[config.mk]
export PLATFORM = sky130hd
export DESIGN_NAME = fp_max_issue
export DESIGN_NICKNAME = d
export VERILOG_FILES = /design/src/rtl/fp_max_issue.sv
export SDC_FILE = /design/constraint.sdc
export NUM_CORES = 1
export LEC_CHECK = 0
export BUFFER_PORTS_ARGS = -buffer_cell sky130_fd_sc_hd__buf_4
export CAP_MARGIN = 15
export CELL_PAD_IN_SITES_DETAIL_PLACEMENT = 1
export CELL_PAD_IN_SITES_GLOBAL_PLACEMENT = 2
export CORE_ASPECT_RATIO = 1.4
export CORE_MARGIN = 2
export CORE_UTILIZATION = 29
export CTS_CLUSTER_SIZE = 8
export DETAILED_ROUTE_END_ITERATION = 8
export PLACE_DENSITY_LB_ADDON = 0.08
export SYNTH_ARGS = -nofsm -noshare
export SYNTH_HDL_FRONTEND = slang
export SYNTH_SLANG_ARGS = --single-unit
[constraint.sdc]
create_clock -name clk -period 2.2 [get_ports clk]
set_input_delay 0.11 -clock clk [delete_from_list [all_inputs] [get_ports clk]]
set_output_delay 0.11 -clock clk [all_outputs]
set_load 0.03 [all_outputs]
[src/rtl/fp_max_issue.sv]
// fp_max_issue: operand preparation and issue pipeline for the fp min/max unit.
//
// Takes raw 64-bit operand pairs and format/rounding fields over a valid/ready
// handshake. Single-precision operands are NaN-unboxed. The block then works out
// the fclass vectors and the 65-bit sign/magnitude extended operands, and
// presents a complete fp_max_in_type bundle two cycles after the input.
//
// Ports:
//   clk, rst            clock, synchronous active-high reset
//   flush               synchronous pipeline kill (clears both stage valids)
//   in_valid/in_ready   input handshake; in_ready depends combinationally on out_ready
//   in_data1/in_data2   raw 64-bit register operands
//   in_fmt              0 = single, otherwise double
//   in_rm               passed through (0 = min, 1 = max)
//   out_valid/out_ready output handshake for fp_max_o
//   fp_max_o            bundle: data1/2, ext1/2, fmt, rm, class1/2
//   busy                any stage holds a valid operation

package fp_max_pkg;
    typedef struct packed {
        logic [63:0] data1;
        logic [63:0] data2;
        logic [64:0] ext1;
        logic [64:0] ext2;
        logic [1:0]  fmt;
        logic [2:0]  rm;
        logic [9:0]  class1;
        logic [9:0]  class2;
    } fp_max_in_type;
endpackage

module fp_max_issue
    import fp_max_pkg::*;
#(
    parameter bit BOX_CHECK = 1'b1
) (
    input  logic          clk,
    input  logic          rst,
    input  logic          flush,
    input  logic          in_valid,
    output logic          in_ready,
    input  logic [63:0]   in_data1,
    input  logic [63:0]   in_data2,
    input  logic [1:0]    in_fmt,
    input  logic [2:0]    in_rm,
    output logic          out_valid,
    input  logic          out_ready,
    output fp_max_in_type fp_max_o,
    output logic          busy
);

    // Singles that are not properly NaN-boxed become the canonical qNaN.
    function automatic logic [63:0] unbox(input logic [63:0] d, input logic is_single);
        logic [31:0] lo;
        if (!is_single) begin
            return d;
        end
        if (BOX_CHECK && (d[63:32] != 32'hFFFF_FFFF)) begin
            lo = 32'h7FC0_0000;
        end else begin
            lo = d[31:0];
        end
        return {32'b0, lo};
    endfunction

    function automatic logic [9:0] classify(input logic [63:0] d, input logic is_single);
        logic       sign;
        logic       exp_ones;
        logic       exp_zero;
        logic       mant_zero;
        logic       quiet;
        logic [9:0] cls;
        if (is_single) begin
            sign      = d[31];
            exp_ones  = &d[30:23];
            exp_zero  = ~|d[30:23];
            mant_zero = ~|d[22:0];
            quiet     = d[22];
        end else begin
            sign      = d[63];
            exp_ones  = &d[62:52];
            exp_zero  = ~|d[62:52];
            mant_zero = ~|d[51:0];
            quiet     = d[51];
        end
        cls = '0;
        if (exp_ones && !mant_zero) begin
            if (quiet) cls[9] = 1'b1;
            else       cls[8] = 1'b1;
        end else if (exp_ones) begin
            if (sign) cls[0] = 1'b1;
            else      cls[7] = 1'b1;
        end else if (exp_zero && mant_zero) begin
            if (sign) cls[3] = 1'b1;
            else      cls[4] = 1'b1;
        end else if (exp_zero) begin
            if (sign) cls[2] = 1'b1;
            else      cls[5] = 1'b1;
        end else begin
            if (sign) cls[1] = 1'b1;
            else      cls[6] = 1'b1;
        end
        return cls;
    endfunction

    // Magnitude in the low 64 bits with a zero top bit, so an unsigned compare
    // of ext[63:0] orders operands by magnitude.
    function automatic logic [64:0] extend(input logic [63:0] d, input logic is_single);
        if (is_single) begin
            return {d[31], 33'b0, d[30:0]};
        end
        return {d[63], 1'b0, d[62:0]};
    endfunction

    logic          s1_valid;
    logic [63:0]   s1_data1;
    logic [63:0]   s1_data2;
    logic [1:0]    s1_fmt;
    logic [2:0]    s1_rm;
    logic          s2_valid;
    fp_max_in_type s2_q;
    fp_max_in_type s2_next;
    logic          s1_single;
    logic          in_single;
    logic          s2_adv;
    logic          s1_adv;

    assign s2_adv    = !s2_valid || out_ready;
    assign s1_adv    = !s1_valid || s2_adv;
    assign in_ready  = s1_adv && !flush;
    assign in_single = (in_fmt == 2'd0);
    assign s1_single = (s1_fmt == 2'd0);

    always_comb begin
        s2_next        = '0;
        s2_next.data1  = s1_data1;
        s2_next.data2  = s1_data2;
        s2_next.ext1   = extend(s1_data1, s1_single);
        s2_next.ext2   = extend(s1_data2, s1_single);
        s2_next.fmt    = s1_fmt;
        s2_next.rm     = s1_rm;
        s2_next.class1 = classify(s1_data1, s1_single);
        s2_next.class2 = classify(s1_data2, s1_single);
    end

    always_ff @(posedge clk) begin
        if (rst) begin
            s1_valid <= 1'b0;
            s2_valid <= 1'b0;
            s1_data1 <= '0;
            s1_data2 <= '0;
            s1_fmt   <= '0;
            s1_rm    <= '0;
            s2_q     <= '0;
        end else begin
            if (flush) begin
                s1_valid <= 1'b0;
                s2_valid <= 1'b0;
            end else begin
                if (s2_adv) s2_valid <= s1_valid;
                if (s1_adv) s1_valid <= in_valid;
            end
            if (in_valid && in_ready) begin
                s1_data1 <= unbox(in_data1, in_single);
                s1_data2 <= unbox(in_data2, in_single);
                s1_fmt   <= in_fmt;
                s1_rm    <= in_rm;
            end
            // Loading only on a real transfer keeps the held bundle bit-stable.
            if (s2_adv && s1_valid && !flush) begin
                s2_q <= s2_next;
            end
        end
    end

    assign out_valid = s2_valid;
    assign fp_max_o  = s2_q;
    assign busy      = s1_valid || s2_valid;

endmodule
==> impl_metrics.toml, run 1 <==
[outcome]
violations = "negative setup slack"
status = "finished with violations"

[die]
io_pins = 424
start_util = 0.294
coreArea_um2 = 46900
die_area_um2 = 49300
die_width_um = 188
fp-row-count = 94
die_y_um = 262

[layout]
finalNetCount = 2328
area_growth_pct = 45.1
drive_gt1_frac = 0.251
final_util = 0.426
layoutNonFillerInstCount = 2819
n_fill_cell = 5522

[sta]
rsz0062_at_grt = "yes"
fin_setup_tns_ns = -0.00167
layout_setup_ws_ns = -0.00167
relSlewSlack = 0.553
fin_crit_sh = 1.00
max_freq_ghz = 0.454
drv_slew = 0
hold_violations = 0
fin_crit_ns = 2.20
skew_ns = 0.00919
tightestPinTransition_ns = 0.665
setup_viol = 1

[setup_path]
path_class = "in2reg"
rr_endpoint = "s1_data2[31]"
end_kind = "flop"
critPathRequiredTime_ns = 2.69
crit_start = "in_data2[45]"
worst_setup_path_start_kind = "input port"
cp-endpoint = "s1_data2[31]"
rr_startpoint = "s1_valid"
worstPathMaxFanout = 3
cp.arrival_ns = 2.69
ff2ff_path_depth = 6
r2r_slack_ns = -0.002

[place]
port_buffers = 421
place_hpwl_um = 37700
place_inst = 2624
routabilityCongestion = 0.789
post-place-ws_ns = 0.0794

[drt]
ant_nets = 0
vias = 13807
postRouteWirelength_um = 54600
dr.pass1.iters = 5
drtIter0Drc = 485
routed_via_density = 4.90
wl_per_cell_um = 19.4
drc = 0

[clocking]
max-clock-path-buffers = 3
path_clk_slew_ns = 0.05
post_cts_buffers = 0
cts-root-buf = "clkbuf_16"
clock_latency_ns = 0.55
cts_made_buffers = 50
cts_tree = "built"
cts_sinks = 354
h-tree-depth = 2

[grt]
antenna_found_initial = 2
grt_pass1_vias = 14135
grt_max_degree = 127
grtUsageTotal = 0.213
grt.overflow.total = 0
grt_pass1_wl_um = 82600

[yosys]
ys_types = 33
ys_ff_latch = 354
yosysSeqAreaShare = 0.514
synth.cell_area_um2 = 13800
avgSynthCellArea_um2 = 7.97
netlist_instances = 1729
yosysWarnings = 0

[min_path]
hold_class = "in2reg"

[power_and_ir_drop]
p_per_area_nw_per_um2 = 748
p_leak_nw = 8.00
ir_worst_vdd_uv = 449

[job]
maxCapViolCount = 0
[metrics by stage]
stage          power (W)  hold WS [ns]  cell area, um^2
3_5_place_dp     0.00803         0.346            17300
4_1_cts           0.0152        0.0505            20000
2_1_floorplan    0.00742         0.183            13800
6_report          0.0150        0.0766            20000
3_3_place_gp     0.00801         0.337            17300
5_1_grt           0.0156        0.0832            20000
[critical path, cell delays in order]
cell and delay, ns:
dlygate4sd3_1 0.55, buf_4 0.12, nand4_1 0.09, nor4_1 0.61, buf_4 0.23, a21oi_2 0.08
o31a_1 0.27, nor2_1 0.08, dlygate4sd3_1 0.55
[synthesized netlist by cell type]
cell      number  area [um^2]
nand2_1      473         1780
dfxtp_1      354         7090
a21oi_1      276         1380
nand3_1      139          696
clkbuf_1      84          315
buf_4         68          510
nor2_1        58          218
inv_1         48          180
o31a_1        46          403
buf_2         39          195
nand4_1       30          188
nor4_1        30          188
nor3_1        19         95.1
o221a_2       18          203
o41ai_1        8         70.1
buf_1          6         22.5
a22o_1         4         35.0
a211oi_1       3         22.5
nand2b_1       3         18.8
or2_2          3         18.8
a32o_1         2         20.0
a32oi_1        2         17.5
mux2i_1        2         20.0
nand3b_1       2         15.0
o211ai_1       2         15.0
o21a_1         2         15.0
o21ai_1        2         10.0
and2_1         1         6.26
conb_1         1         3.75
inv_2          1         3.75
nor2b_1        1         6.26
nor3_4         1         16.3
o211ai_2       1         12.5
[timing repair]
action                     4_1_cts  5_1_grt
resized for setup                0        2
hold buffers                   138        0
hold endpoints to repair       164        0
setup endpoints to repair        0       15
[worst min path at each step]
stage	startpoint	end	slack, ns	depth (start not counted)
2_1_floorplan	flush	out_valid	0.18	1
4_1_cts	out_ready	out_valid	0.05	3
6_report	out_ready	out_valid	0.08	3
3_3_place_gp	flush	out_valid	0.34	2
5_1_grt	out_ready	out_valid	0.08	3
3_5_place_dp	flush	out_valid	0.35	2
[cell type report]
cell class | instances | area, um^2 | share of cell area
clock inverter | 1 | 8.76 | 0.000438
tap | 624 | 781 | 0.0390
clock buffer | 53 | 1330 | 0.0663
multi-input combinational | 1130 | 5510 | 0.275
timing repair buffer | 605 | 5100 | 0.255
antenna | 3 | 7.51 | 0.000375
inverter | 49 | 184 | 0.00919
sequential | 354 | 7090 | 0.354
[power by group]
group | leakage, nW | internal [W] | switching [W]
clock network | 0.657 | 0.00417 | 0.00270
logic | 4.47 | 0.000620 | 0.000779
registers | 2.87 | 0.00656 | 0.000137
total | 8.00 | 0.0113 | 0.00361
[cell usage in the layout (no fill, tap or decap), types with 46 or more instances in the layout]
master / count
a21oi_1: 274
buf_4: 450
clkbuf_16: 53
dfxtp_1: 354
dlygate4sd3_1: 138
inv_1: 48
nand2_1: 472
nand3_1: 138
nor2_1: 58
o31a_1: 46
[sequential cells by signal, indices dropped and copies added (netlist names)]
signal,count
fp_max_o,219
s1_data1,64
s1_data2,64
s1_rm,3
s1_fmt,2
out_valid,1
s1_valid,1
[routing by layer]
| metal | part of all wire | track usage | up-vias |
|---|---|---|---|
| met1 | 0.41 | 0.247 | 6682 |
| li1 | - | - | 6692 |
| met2 | 0.50 | 0.380 | 364 |
| met4 | 0.028 | 0.0706 | 0 |
| met5 | 0 | 0 | - |
| met3 | 0.067 | 0.0569 | 69 |
[logic make-up after synthesis]
| kind of cell | count (synthesis) | synth area share |
|---|---|---|
| muxes | 2 | 0.00145 |
| AOI/OAI and AO/OA | 366 | 0.160 |
| DFF | 354 | 0.514 |
| and+or+nand+nor | 760 | 0.235 |
| other | 1 | 0.000272 |
| buffers and inverters | 246 | 0.0891 |
Note: power is estimated with default switching activity, not from simulation.
==> run 2, diff against run 1 <==
--- a/config.mk
+++ b/config.mk
@@ -14,7 +14,8 @@
 export CORE_UTILIZATION = 29
 export CTS_CLUSTER_SIZE = 8
 export DETAILED_ROUTE_END_ITERATION = 8
-export PLACE_DENSITY_LB_ADDON = 0.08
+export PLACE_DENSITY_LB_ADDON = 0.1
+export SLEW_MARGIN = 5
 export SYNTH_ARGS = -nofsm -noshare
 export SYNTH_HDL_FRONTEND = slang
 export SYNTH_SLANG_ARGS = --single-unit
==> run 2 against run 1 <==
  * The flow now finishes without violations
  * Global-route usage up 0.081 points
  * Final cell count shrank 0.11%
  * Combinational power about the same
  * Sequential cell count is the same
  * Cell area barely moved
  * Register-to-register slack better by 0.11 ns
  * Clock power grew 1%
  * Core utilization about the same
  * Die area stayed put
  * Worst hold slack worse by 0.015 ns
  * Critical endpoint is now s1_data1[12]
  * Largest power group unchanged
==> impl_metrics.toml, run 2 (synthesis results as in run 1) <==
[grt]
grt.overflow.total = 0
grt_max_degree = 128
grtUsageTotal = 0.214
grt_pass1_wl_um = 83000
grt_pass1_vias = 14192
antenna_found_initial = 1

[layout]
largest_register_ffs = 219
fin_area_um2 = 20000
seqCellArea_um2 = 7090
area_growth_pct = 45.2
finalNetCount = 2326
layoutNonFillerInstCount = 2816
n_fill_cell = 5533
final_cell_mix = "nand2_1 (473), buf_4 (443), dfxtp_1 (353)"
drive_gt1_frac = 0.249
final_common_cell = "nand2_1"
multiInputGateArea_um2 = 5530

[drt]
wl_per_cell_um = 19.5
ant_nets = 0
drtIter0Drc = 584
drc = 0
routed_via_density = 4.87
vias = 13722
postRouteWirelength_um = 54900
dr.pass1.iters = 4

[power_and_ir_drop]
combPwrFrac = 0.093
internal-power_w = 0.0114
ir_worst_vdd_uv = 508
net-switching-power_w = 0.00368
power_frac_seq = 0.445
p_leak_nw = 8.00
power_frac_clock = 0.462
swShare = 0.245
p_per_area_nw_per_um2 = 751

[die]
coreArea_um2 = 46900
die_y_um = 262
io_pins = 424
start_util = 0.294
die_width_um = 188
die_area_um2 = 49300
fp-row-count = 94

[setup_path]
ff2ff_path_depth = 7
worst_setup_path_start_kind = "flop"
worstPathMaxFanout = 22
end_kind = "flop"
path_class = "reg2reg"
critPathRequiredTime_ns = 2.64
cp.arrival_ns = 2.53

[sta]
whs_ns = 0.0616
fin_crit_ns = 2.09
hold_violations = 0
fin_crit_sh = 0.950
fin_setup_tns_ns = 0
max_freq_ghz = 0.479
layout_setup_ws_ns = 0.111
tightestPinTransition_ns = 0.683
skew_ns = 0.0117
setup_viol = 0
relSlewSlack = 0.540
drv_slew = 0

[place]
port_buffers = 421
post-place-ws_ns = 0.189
place_area_um2 = 17200
place_inst = 2616
place_hpwl_um = 37600
routabilityCongestion = 0.788

[min_path]
hold_class = "in2reg"
worstHoldPathCells = 3

[clocking]
cts_tree = "built"
path_clk_slew_ns = 0.05
cts_sinks = 354
cts-root-buf = "clkbuf_16"
h-tree-depth = 2
clock_latency_ns = 0.56
max-clock-path-buffers = 3
cts_made_buffers = 50

[outcome]
status = "finished clean"

[job]
maxCapViolCount = 0
run 2: path summary, 6_finish.rpt:
check	from	end	slack, ns
min	out_ready	out_valid	0.06
max reg2reg	out_valid	s1_data1[12]	0.11
min reg2reg	fp_max_o[196]	fp_max_o[196]	0.45
max	out_valid	s1_data1[12]	0.11
run 2: timing repair:
action,CTS,global route
hold buffers,142,0
hold endpoints to repair,161,0
gates resized for setup,0,6
setup endpoints to repair,0,6
setup buffers,0,1
run 2: layer usage:
layer | vias up | global-route usage | routed length, um
met4 | 0 | 0.0706 | 1460
met1 | 6633 | 0.254 | 22700
li1 | 6664 | - | -
met3 | 79 | 0.0525 | 3420
met2 | 346 | 0.379 | 27300
met5 | - | 0 | 0
run 2: critical path, stage by stage (launching register included):
cell	delay (ns)
dfxtp_1	0.36
nand2b_1	0.18
o211ai_4	0.27
buf_12	0.23
buf_6	0.19
o31a_1	0.14
nor2_1	0.04
dlygate4sd3_1	0.56
run 2: power by group through the flow:
stage,Sequential [W],Clock (W),Combinational (W)
after floorplan,0.00681,0,0.000613
after global placement,0.00681,0,0.00118
after detailed placement,0.00682,0,0.00119
after CTS,0.00669,0.00718,0.00141
after global routing,0.00670,0.00741,0.00153
final,0.00669,0.00694,0.00140
run 2: final cells by class:
type,count,area share
Clock buffer,54,0.0665
Antenna cell,1,0.000125
Tap cell,624,0.0390
Sequential cell,354,0.354
Clock inverter,1,0.000375
Timing Repair Buffer,603,0.254
Inverter,49,0.00919
Multi-Input combinational cell,1130,0.276
run 2: through the flow:
step	power (W)	util
final	0.0150	0.426
after global routing	0.0156	0.426
after CTS	0.0153	0.425
after detailed placement	0.00801	0.366
after global placement	0.00800	0.366
after floorplan	0.00742	-
